### src/rtl/multicycle_ctrl_pkg.sv
// Shared encodings for the multi-cycle MIPS control path: opcodes, FSM states,
// datapath select codes and the opcode-decoder result record.
package multicycle_ctrl_pkg;

  localparam int OP_W = 6;
  localparam int ST_W = 4;

  localparam logic [OP_W-1:0] OP_RTYPE = 6'h00;
  localparam logic [OP_W-1:0] OP_J     = 6'h02;
  localparam logic [OP_W-1:0] OP_BEQ   = 6'h04;
  localparam logic [OP_W-1:0] OP_BNE   = 6'h05;
  localparam logic [OP_W-1:0] OP_ADDI  = 6'h08;
  localparam logic [OP_W-1:0] OP_ADDIU = 6'h09;
  localparam logic [OP_W-1:0] OP_SLTI  = 6'h0A;
  localparam logic [OP_W-1:0] OP_ANDI  = 6'h0C;
  localparam logic [OP_W-1:0] OP_ORI   = 6'h0D;
  localparam logic [OP_W-1:0] OP_LUI   = 6'h0F;
  localparam logic [OP_W-1:0] OP_LW    = 6'h23;
  localparam logic [OP_W-1:0] OP_SW    = 6'h2B;

  typedef enum logic [ST_W-1:0] {
    S_IDLE     = 4'd0,
    S_FETCH    = 4'd1,
    S_DECODE   = 4'd2,
    S_MEM_ADDR = 4'd3,
    S_MEM_RD   = 4'd4,
    S_WB_MEM   = 4'd5,
    S_MEM_WR   = 4'd6,
    S_EXEC_R   = 4'd7,
    S_WB_R     = 4'd8,
    S_EXEC_I   = 4'd9,
    S_WB_I     = 4'd10,
    S_BRANCH   = 4'd11,
    S_JUMP     = 4'd12
  } state_t;

  typedef enum logic [2:0] {
    ALU_ADD   = 3'b000,
    ALU_SUB   = 3'b001,
    ALU_FUNCT = 3'b010,
    ALU_OR    = 3'b011,
    ALU_AND   = 3'b100,
    ALU_SLT   = 3'b101,
    ALU_LUI   = 3'b110
  } alu_op_t;

  typedef enum logic [1:0] {
    PC_ALU    = 2'b00,
    PC_ALUOUT = 2'b01,
    PC_JUMP   = 2'b10
  } pc_src_t;

  typedef enum logic [1:0] {
    SRCB_RT     = 2'b00,
    SRCB_FOUR   = 2'b01,
    SRCB_IMM    = 2'b10,
    SRCB_IMM_SH = 2'b11
  } src_b_t;

  typedef enum logic [2:0] {
    CLS_R,
    CLS_MEM,
    CLS_BRANCH,
    CLS_JUMP,
    CLS_IMM,
    CLS_ILLEGAL
  } icls_t;

  typedef struct packed {
    icls_t   cls;
    logic    is_store;
    logic    is_bne;
    logic    ext_ctr;
    alu_op_t alu_op;
    logic    illegal;
  } dec_t;

endpackage

### src/rtl/multicycle_ctrl_opcode_dec.sv
// Combinational opcode classifier: instruction class, immediate extension mode
// and ALU operation for the I-type execute state.
module ctrl_opcode_dec
  import multicycle_ctrl_pkg::*;
#(
  parameter int OPW = OP_W
) (
  input  logic [OPW-1:0] opcode,
  output dec_t           dec
);

  always_comb begin
    dec = '{cls: CLS_ILLEGAL, is_store: 1'b0, is_bne: 1'b0,
            ext_ctr: 1'b1, alu_op: ALU_ADD, illegal: 1'b1};
    case (opcode)
      OP_RTYPE: begin dec.cls = CLS_R;      dec.illegal = 1'b0; end
      OP_LW:    begin dec.cls = CLS_MEM;    dec.illegal = 1'b0; end
      OP_SW:    begin dec.cls = CLS_MEM;    dec.illegal = 1'b0; dec.is_store = 1'b1; end
      OP_BEQ:   begin dec.cls = CLS_BRANCH; dec.illegal = 1'b0; end
      OP_BNE:   begin dec.cls = CLS_BRANCH; dec.illegal = 1'b0; dec.is_bne = 1'b1; end
      OP_J:     begin dec.cls = CLS_JUMP;   dec.illegal = 1'b0; end
      OP_ADDI, OP_ADDIU: begin
        dec.cls = CLS_IMM; dec.illegal = 1'b0;
      end
      OP_SLTI: begin
        dec.cls = CLS_IMM; dec.illegal = 1'b0; dec.alu_op = ALU_SLT;
      end
      // Logical immediates and lui take the raw 16-bit field
      OP_ANDI: begin
        dec.cls = CLS_IMM; dec.illegal = 1'b0; dec.alu_op = ALU_AND; dec.ext_ctr = 1'b0;
      end
      OP_ORI: begin
        dec.cls = CLS_IMM; dec.illegal = 1'b0; dec.alu_op = ALU_OR; dec.ext_ctr = 1'b0;
      end
      OP_LUI: begin
        dec.cls = CLS_IMM; dec.illegal = 1'b0; dec.alu_op = ALU_LUI; dec.ext_ctr = 1'b0;
      end
      default: ;
    endcase
  end

endmodule

### src/rtl/multicycle_ctrl.sv
// Multi-cycle MIPS control FSM: sequences fetch/decode/execute/mem/writeback and
// drives every datapath select and write enable from the current state.
module multicycle_ctrl
  import multicycle_ctrl_pkg::*;
#(
  parameter int OPW = 6,
  parameter int STW = 4
) (
  input  logic           clk,
  input  logic           reset,
  input  logic [OPW-1:0] opcode,
  input  logic [OPW-1:0] funct,
  input  logic           zero,
  input  logic           mem_ready,
  output logic           mem_req,
  output logic           mem_we,
  output logic           i_or_d,
  output logic           ir_we,
  output logic           pc_we,
  output logic [1:0]     pc_src,
  output logic           alu_src_a,
  output logic [1:0]     alu_src_b,
  output logic [2:0]     alu_op,
  output logic           ext_ctr,
  output logic           reg_we,
  output logic           reg_dst,
  output logic           mem_to_reg,
  output logic           illegal_op,
  output logic [STW-1:0] state_o
);

  state_t state;
  dec_t   dec;

  // funct is consumed by the ALU control, not by this FSM
  logic unused_funct;
  assign unused_funct = ^funct;

  ctrl_opcode_dec #(.OPW(OPW)) u_dec (
    .opcode (opcode),
    .dec    (dec)
  );

  always_ff @(posedge clk or posedge reset) begin
    if (reset) begin
      state <= S_IDLE;
    end else begin
      case (state)
        S_IDLE:   state <= S_FETCH;
        S_FETCH:  if (mem_ready) state <= S_DECODE;
        S_DECODE: begin
          case (dec.cls)
            CLS_R:      state <= S_EXEC_R;
            CLS_MEM:    state <= S_MEM_ADDR;
            CLS_BRANCH: state <= S_BRANCH;
            CLS_JUMP:   state <= S_JUMP;
            CLS_IMM:    state <= S_EXEC_I;
            default:    state <= S_FETCH;
          endcase
        end
        S_MEM_ADDR: state <= dec.is_store ? S_MEM_WR : S_MEM_RD;
        S_MEM_RD:   if (mem_ready) state <= S_WB_MEM;
        S_MEM_WR:   if (mem_ready) state <= S_FETCH;
        S_EXEC_R:   state <= S_WB_R;
        S_EXEC_I:   state <= S_WB_I;
        S_WB_MEM, S_WB_R, S_WB_I, S_BRANCH, S_JUMP: state <= S_FETCH;
        default:    state <= S_IDLE;
      endcase
    end
  end

  // Decoded from state so an async reset drops mem_req in the same cycle
  always_comb begin
    mem_req    = 1'b0;
    mem_we     = 1'b0;
    i_or_d     = 1'b0;
    ir_we      = 1'b0;
    pc_we      = 1'b0;
    pc_src     = PC_ALU;
    alu_src_a  = 1'b0;
    alu_src_b  = SRCB_RT;
    alu_op     = ALU_ADD;
    ext_ctr    = 1'b0;
    reg_we     = 1'b0;
    reg_dst    = 1'b0;
    mem_to_reg = 1'b0;
    illegal_op = 1'b0;
    case (state)
      S_FETCH: begin
        mem_req   = 1'b1;
        alu_src_b = SRCB_FOUR;
        ir_we     = mem_ready;
        pc_we     = mem_ready;
      end
      S_DECODE: begin
        alu_src_b  = SRCB_IMM_SH;
        ext_ctr    = 1'b1;
        illegal_op = dec.illegal;
      end
      S_MEM_ADDR: begin
        alu_src_a = 1'b1;
        alu_src_b = SRCB_IMM;
        ext_ctr   = 1'b1;
      end
      S_MEM_RD: begin
        mem_req = 1'b1;
        i_or_d  = 1'b1;
      end
      S_WB_MEM: begin
        reg_we     = mem_ready;
        mem_to_reg = 1'b1;
      end
      S_MEM_WR: begin
        mem_req = 1'b1;
        mem_we  = 1'b1;
        i_or_d  = 1'b1;
      end
      S_EXEC_R: begin
        alu_src_a = 1'b1;
        alu_op    = ALU_FUNCT;
      end
      S_WB_R: begin
        reg_we  = 1'b1;
        reg_dst = 1'b1;
      end
      S_EXEC_I: begin
        alu_src_a = 1'b1;
        alu_src_b = SRCB_IMM;
        alu_op    = dec.alu_op;
        ext_ctr   = dec.ext_ctr;
      end
      S_WB_I: reg_we = 1'b1;
      S_BRANCH: begin
        alu_src_a = 1'b1;
        alu_op    = ALU_SUB;
        ext_ctr   = 1'b1;
        pc_src    = PC_ALUOUT;
        pc_we     = zero ^ dec.is_bne;
      end
      S_JUMP: begin
        pc_src = PC_JUMP;
        pc_we  = 1'b1;
      end
      default: ;
    endcase
  end

  assign state_o = STW'(state);

endmodule

### config.mk
export PLATFORM = sky130hd
export DESIGN_NAME = multicycle_ctrl
export DESIGN_NICKNAME = d
export VERILOG_FILES = /design/src/rtl/multicycle_ctrl_pkg.sv /design/src/rtl/multicycle_ctrl_opcode_dec.sv /design/src/rtl/multicycle_ctrl.sv
export SDC_FILE = /design/constraint.sdc
export NUM_CORES = 1
export LEC_CHECK = 0
export BUFFER_PORTS_ARGS = -buffer_cell sky130_fd_sc_hd__buf_2
export CAP_MARGIN = 20
export CORE_ASPECT_RATIO = 1.5
export CORE_UTILIZATION = 33
export DETAILED_ROUTE_END_ITERATION = 10
export GPL_TIMING_DRIVEN = 0
export HOLD_SLACK_MARGIN = 0.02
export MAX_ROUTING_LAYER = met4
export PLACE_DENSITY_LB_ADDON = 0.1
export REMOVE_ABC_BUFFERS = 1
export SLEW_MARGIN = 20
export SYNTH_ARGS = -nofsm -noshare
export SYNTH_HDL_FRONTEND = slang
export SYNTH_SLANG_ARGS = --single-unit
### constraint.sdc
create_clock -name clk -period 2.8 [get_ports clk]
set_input_delay 0.56 -clock clk [delete_from_list [all_inputs] [get_ports clk]]
set_output_delay 0.56 -clock clk [all_outputs]
set_load 0.02 [all_outputs]
==> results of run 1 <==
## layout make-up
class	instances	share of cell area, %
Clock buffer	3	2.64
Inverter	5	2.20
Multi-Input combinational cell	83	62.1
Sequential cell	4	11.7
Tap cell	22	3.22
Timing Repair Buffer	31	18.2
## cells in the mapped netlist, types with 2 or more instances
cell      n  share of area (%)
a21boi_0  2                2.2
o21ai_0   2                1.4
nor3_1    5                3.6
or4_1     3                3.2
dfrtp_1   4                 14
o31ai_1   2                2.2
nand2_1   7                3.8
inv_1     5                2.7
clkbuf_1  7                3.8
nand2b_1  9                8.1
nor2_1    9                4.9
nand3_1   2                1.4
nor2b_1   3                2.7
nand3b_1  4                4.3
a211oi_1  3                3.2
a21oi_1   4                2.9
nand4_1   3                2.7
and3b_1   2                2.5
## through the flow
stage,utilization (%),instances
2_1_floorplan,-,92
6_report,42.7,148
3_5_place_dp,41.6,145
5_1_grt,42.7,148
3_3_place_gp,41.6,145
4_1_cts,42.7,148
## metal layers
layer / global-route usage, % / vias up / routed length, µm
li1: - / 430 / -
met5: - / - / 0
met4: 10.3 / 0 / 0
met2: 30.7 / 25 / 1040
met3: 2.30 / 0 / 56
met1: 22.9 / 398 / 834
## cell usage in the layout, fill, tap and decap left out, types with 2 or more instances in the layout
master and count:
clkbuf_4 3, inv_1 5, buf_2 31, or4_1 3
o31ai_1 2, nor3_1 5, nand3_1 2, and3b_1 2
nand3b_1 4, nor2b_1 3, nand2_1 7, dfrtp_1 4
a21boi_0 2, a211oi_1 3, o21ai_0 2, nand2b_1 9
nor2_1 9, a21oi_1 4, nand4_1 3
## where the power goes
group	leakage [nW]	internal (mW)	total, mW	switching [mW]
Combinational	0.336	0.225	0.569	0.344
Clock	0.0138	0.0480	0.0720	0.0240
Sequential	0.0511	0.0818	0.206	0.124
Total	0.401	0.355	0.847	0.492
## critical path, cell delays in order (launching register included)
cell and delay, ns:
dfrtp_1 0.60, nand4b_1 0.33, or4_1 0.50, o221ai_1 0.07, buf_2 0.19
## path summary, 6_finish.rpt
check / end / slack, ns / cells past startpoint / startpoint
max in group asynchronous: state_o[3]$_DFFE_PP0P_ / 2.46 / 2 / reset
hold / removal: state_o[2]$_DFFE_PP0P_ / 0.19 / 2 / reset
setup reg to reg: state_o[1]$_DFFE_PP0P_ / 1.08 / 3 / state_o[1]$_DFFE_PP0P_
setup / recovery: pc_we / 0.30 / 4 / state_o[2]$_DFFE_PP0P_
hold reg to reg: state_o[2]$_DFFE_PP0P_ / 0.80 / 1 / state_o[3]$_DFFE_PP0P_
min in group clk: state_o[1]$_DFFE_PP0P_ / 0.60 / 2 / opcode[4]
## cells by family after synthesis
kind of cell	count (synthesis)	share of synthesized area, %
buf+inv	14	9.19
simple gates	53	44.0
flops	4	14.4
xor+xnor	2	2.52
compound gates	27	28.5
mux	1	1.44
==> results by group, run 1 <==
Timing
  – RSZ-0062 raised after global routing: no
  – Final setup skew: 0.00514 ns
  – Hold Worst Slack: about 0.19 ns
  – Worst setup margin: 0.297 ns
  – Max Freq: 399 MHz
  – Final setup violation count: 0
  – Number of max-slew violations in the final report: 0
  – Slew margin rel.: 57.9%
  – Setup TNS: 0 ns
  – Fin crit period: 2.50 ns
  – Final Hold Fails: 0
  – Tcrit/Tclk final: approximately nine tenths
  – Worst slew pin tran: ~0.63 ns

Die
  – Chip width: about 39 µm
  – Total die area: 2300 µm²
  – Placeable Area: about 2000 µm²
  – IO Pins: 38
  – Site Rows: 20
  – Starting Density: 34.7%
  – Die height: 58.2 µm

Cells and area
  – Register area: 100 µm²
  – Number of fill cells: 228
  – Max reg flops: 4
  – Final Instance Area: approximately 850 µm²
  – Multi-input logic area: around 530 µm²
  – Layout area overhead: 23.1%
  – Share of layout cells above drive strength 1: ~30%
  – ANT cells: 0
  – NumNets Final: 144

Detailed routing
  – Initial DRC count: 17
  – DRC viols: 0
  – First-pass iteration count of the detailed router: 4
  – Post-DRT Antenna Nets: 0
  – Routed via count: 853
  – WL final: 1930 µm
  – Routed len/inst: approximately 13 µm
  – Drt via density: 5.76

CTS
  – Post-CTS Setup Inserts: 0
  – CTS tree: done
  – Post-CTS Resized: 0
  – Clock network latency to the later pin of the worst-skew pair: 0.24 ns
  – Hold-fix buffers, CTS: 0
  – Clock-pin slew on the worst setup and hold paths: 0.04 ns
  – Root buffer cell: clkbuf_4
  – Clock Sinks: 4
  – Number of CTS-inserted buffers: 3
  – CTS Buffer Depth: 2
  – H-tree levels: 1

GRT
  – Global-route wire length before repair: 3080 µm
  – Vias in the first global route: 726
  – Largest net degree at the start of global routing: 24
  – Initial antenna violation count: 0
  – Overall global routing resource usage: 19.4%
  – GRT overflow: 0

Yosys
  – Top_reg_cell synth: dfrtp_1
  – Yosys reg bits: 4
  – Yosys warnings: 0
  – Synth cell types: 43
  – Post-synth ARST share: 100%
  – Synthesized cell area: about 700 µm²
  – Average cell area after synthesis: 6.88 µm²
  – Seq/Total Area, Yosys: 14.4%
  – Post-synth EDFFs: 0
  – Post-synthesis cell count: 101

Run status
  – Status: finished clean

Critical path
  – CP Max Fanout: 23
  – Endpoint type of the worst setup path: output port
  – CP Launch Type: flip-flop
  – Crit path kind: reg2out
  – WP data arrival: 1.94 ns
  – Required @ worst endpoint: 2.24 ns

Worst hold path
  – Hold WC Path Type: in2async

Place
  – DPL Wire Length: approximately 1400 µm
  – Pre-CTS WS: 0.336 ns
  – PortBufs: 31
  – Placed Area: between 800 and 900 µm²
  – GP Congestion: 0.749

Power
  – Pwr Total: 0.847 mW
  – Leak: 0.401 nW
  – PD cells: 992 nW/µm²
  – Worst IR drop on VDD: between 0.0003 and 0.0004 V

Run
  – Max-cap violations: 0
Power figures use the tool's default switching activity.
==> inputs of run 2 (changes only) <==
--- a/config.mk
+++ b/config.mk
@@ -14,6 +14,7 @@
 export HOLD_SLACK_MARGIN = 0.02
 export MAX_ROUTING_LAYER = met4
 export PLACE_DENSITY_LB_ADDON = 0.1
+export RECOVER_POWER = 25
 export REMOVE_ABC_BUFFERS = 1
 export SLEW_MARGIN = 20
 export SYNTH_ARGS = -nofsm -noshare
==> results by group, run 2 (synthesized netlist as in run 1, its figures left out) <==
Run status
  – Status: finished clean (unchanged)

Place
  – GP Congestion: 0.749 (unchanged)
  – Inst Count DP: 145 (unchanged)
  – DPL Wire Length: 1410 µm (unchanged)
  – PortBufs: 31 (unchanged)

Detailed routing
  – First-pass iteration count of the detailed router: 4 (unchanged)
  – Routed len/inst: 13.0 µm (about the same)
  – WL final: 1920 µm (was 1930 µm)
  – Routed via count: 858 (was 853)
  – Post-DRT Antenna Nets: 0 (unchanged)
  – Initial DRC count: 16 (was 17)
  – DRC viols: 0 (unchanged)
  – Drt via density: 5.80 (was 5.76)

Timing
  – Final setup skew: 0.00511 ns (was 0.00514 ns)
  – Setup TNS: 0 ns (unchanged)
  – Number of max-slew violations in the final report: 0 (unchanged)
  – Slew margin rel.: 58.4% (was 57.9%)
  – Fin crit period: 2.50 ns (about the same)
  – Tcrit/Tclk final: 89.3% (was 89.4%)
  – RSZ-0062 raised after global routing: no (unchanged)
  – Final setup violation count: 0 (unchanged)
  – Final Hold Fails: 0 (unchanged)
  – Worst slew pin tran: 0.624 ns (was 0.632 ns)
  – Max Freq: 400 MHz (was 399 MHz)

Power
  – Worst IR drop on VDD: 0.000332 V (about the same)
  – PD cells: 995 nW/µm² (was 992 nW/µm²)
  – Leak: 0.399 nW (was 0.401 nW)

Die
  – Placeable Area: 2000 µm² (unchanged)
  – Die height: 58.2 µm (unchanged)
  – Chip width: 39.5 µm (unchanged)
  – Total die area: 2300 µm² (unchanged)
  – IO Pins: 38 (unchanged)
  – Site Rows: 20 (unchanged)
  – Starting Density: 34.7% (unchanged)

Cells and area
  – Final core occ: 42.4% (was 42.7%)
  – Max reg flops: 4 (unchanged)
  – ANT cells: 0 (unchanged)
  – Number of fill cells: 229 (was 228)
  – Layout area overhead: 22.3% (was 23.1%)
  – Highest-count cells in the layout ignoring fill and taps: buf_2 (31), nand2b_1 (9), nor2_1 (9) (unchanged)
  – Share of layout cells above drive strength 1: 28.6% (was 29.4%)
  – Most common cell after layout, fill and taps aside: buf_2 (unchanged)
  – NumNets Final: 144 (unchanged)
  – Cell Count, Final, Fillers Out: 148 (unchanged)

GRT
  – GRT overflow: 0 (unchanged)
  – Overall global routing resource usage: 19.4% (unchanged)
  – Largest net degree at the start of global routing: 24 (unchanged)
  – Global-route wire length before repair: 3080 µm (unchanged)
  – Initial antenna violation count: 0 (unchanged)
  – Vias in the first global route: 726 (unchanged)

Critical path
  – WP data arrival: 1.94 ns (about the same)
  – R2R depth: 3 (unchanged)
  – CP Launch Type: flip-flop (unchanged)
  – CP Max Fanout: 23 (unchanged)
  – Setup slack on the worst flop-to-flop path: 1.09 ns (was 1.08 ns)
  – Worst-path cell chain: nand4b_1 -> or4_1 -> o221ai_1 -> buf_2 (unchanged)
  – Required @ worst endpoint: 2.24 ns (about the same)
  – Crit path from: state_o[2]$_DFFE_PP0P_ (unchanged)
  – Endpoint type of the worst setup path: output port (unchanged)
  – Worst R2R End: state_o[1]$_DFFE_PP0P_ (unchanged)
  – Worst path slowest cell: dfrtp_1 (unchanged)
  – Max stage delay on crit path: 0.60 ns (about the same)
  – Reg-to-reg critical path startpoint: state_o[1]$_DFFE_PP0P_ (unchanged)
  – Crit path kind: reg2out (unchanged)

CTS
  – Hold-fix buffers, CTS: 0 (unchanged)
  – H-tree levels: 1 (unchanged)
  – CTS tree: done (unchanged)
  – Post-CTS Setup Inserts: 0 (unchanged)
  – Number of CTS-inserted buffers: 3 (unchanged)
  – Post-CTS Resized: 0 (unchanged)
  – Clock network latency to the later pin of the worst-skew pair: 0.24 ns (about the same)
  – Clock-pin slew on the worst setup and hold paths: 0.04 ns (about the same)
  – Root buffer cell: clkbuf_4 (unchanged)
  – Clock Sinks: 4 (unchanged)
  – CTS Buffer Depth: 2 (unchanged)

Worst hold path
  – Hold WC Path Type: in2async (unchanged)

Run
  – Max-cap violations: 0 (unchanged)
[run 2: worst max path at each step]
stage / to / depth (start not counted) / slack [ns]
2_1_floorplan: illegal_op / 3 / 0.46
3_3_place_gp: pc_we / 5 / 0.34
3_5_place_dp: pc_we / 5 / 0.34
4_1_cts: pc_we / 4 / 0.28
5_1_grt: illegal_op / 4 / 0.14
6_report: pc_we / 4 / 0.30
[run 2: routing by layer]
| layer | vias up | share of wire [%] | track usage (%) | wire length (µm) |
|---|---|---|---|---|
| met3 | 0 | 3.5 | 2.30 | 67 |
| li1 | 429 | - | - | - |
| met1 | 400 | 43 | 22.9 | 818 |
| met2 | 29 | 54 | 30.7 | 1030 |
| met4 | 0 | 0 | 10.3 | 0 |
| met5 | - | 0 | - | 0 |
[run 2: area by class of cell]
type / instances / area [µm²] / share of cell area, %
clock buffer: 3 / 22.5 / 2.65
inverter: 5 / 18.8 / 2.21
multi-input combinational: 83 / 526 / 61.9
sequential: 4 / 100 / 11.8
tap: 22 / 27.5 / 3.24
timing repair buffer: 31 / 155 / 18.3
[run 2: power breakdown]
group	switching [mW]	internal [mW]
logic	0.343	0.225
clock network	0.0246	0.0480
registers	0.123	0.0819
total	0.491	0.355
[run 2: stage by stage]
step | total power [mW] | cell area [µm²] | hold WS (ns) | worst slack, ns
6_report | 0.845 | 850 | 0.190 | 0.300
5_1_grt | 0.923 | 850 | 0.193 | 0.144
4_1_cts | 0.853 | 855 | 0.190 | 0.284
3_5_place_dp | 0.777 | 832 | 0.442 | 0.336
3_3_place_gp | 0.776 | 832 | 0.439 | 0.344
2_1_floorplan | 0.576 | 649 | 0.326 | 0.465
[run 2: worst max-delay path: cells and delay by family, from the launching register on]
family | cells | cell delay [ns]
buffers and inverters | 1 | 0.19
and+or+nand+nor | 2 | 0.83
DFF | 1 | 0.60
AOI/OAI and AO/OA | 1 | 0.07
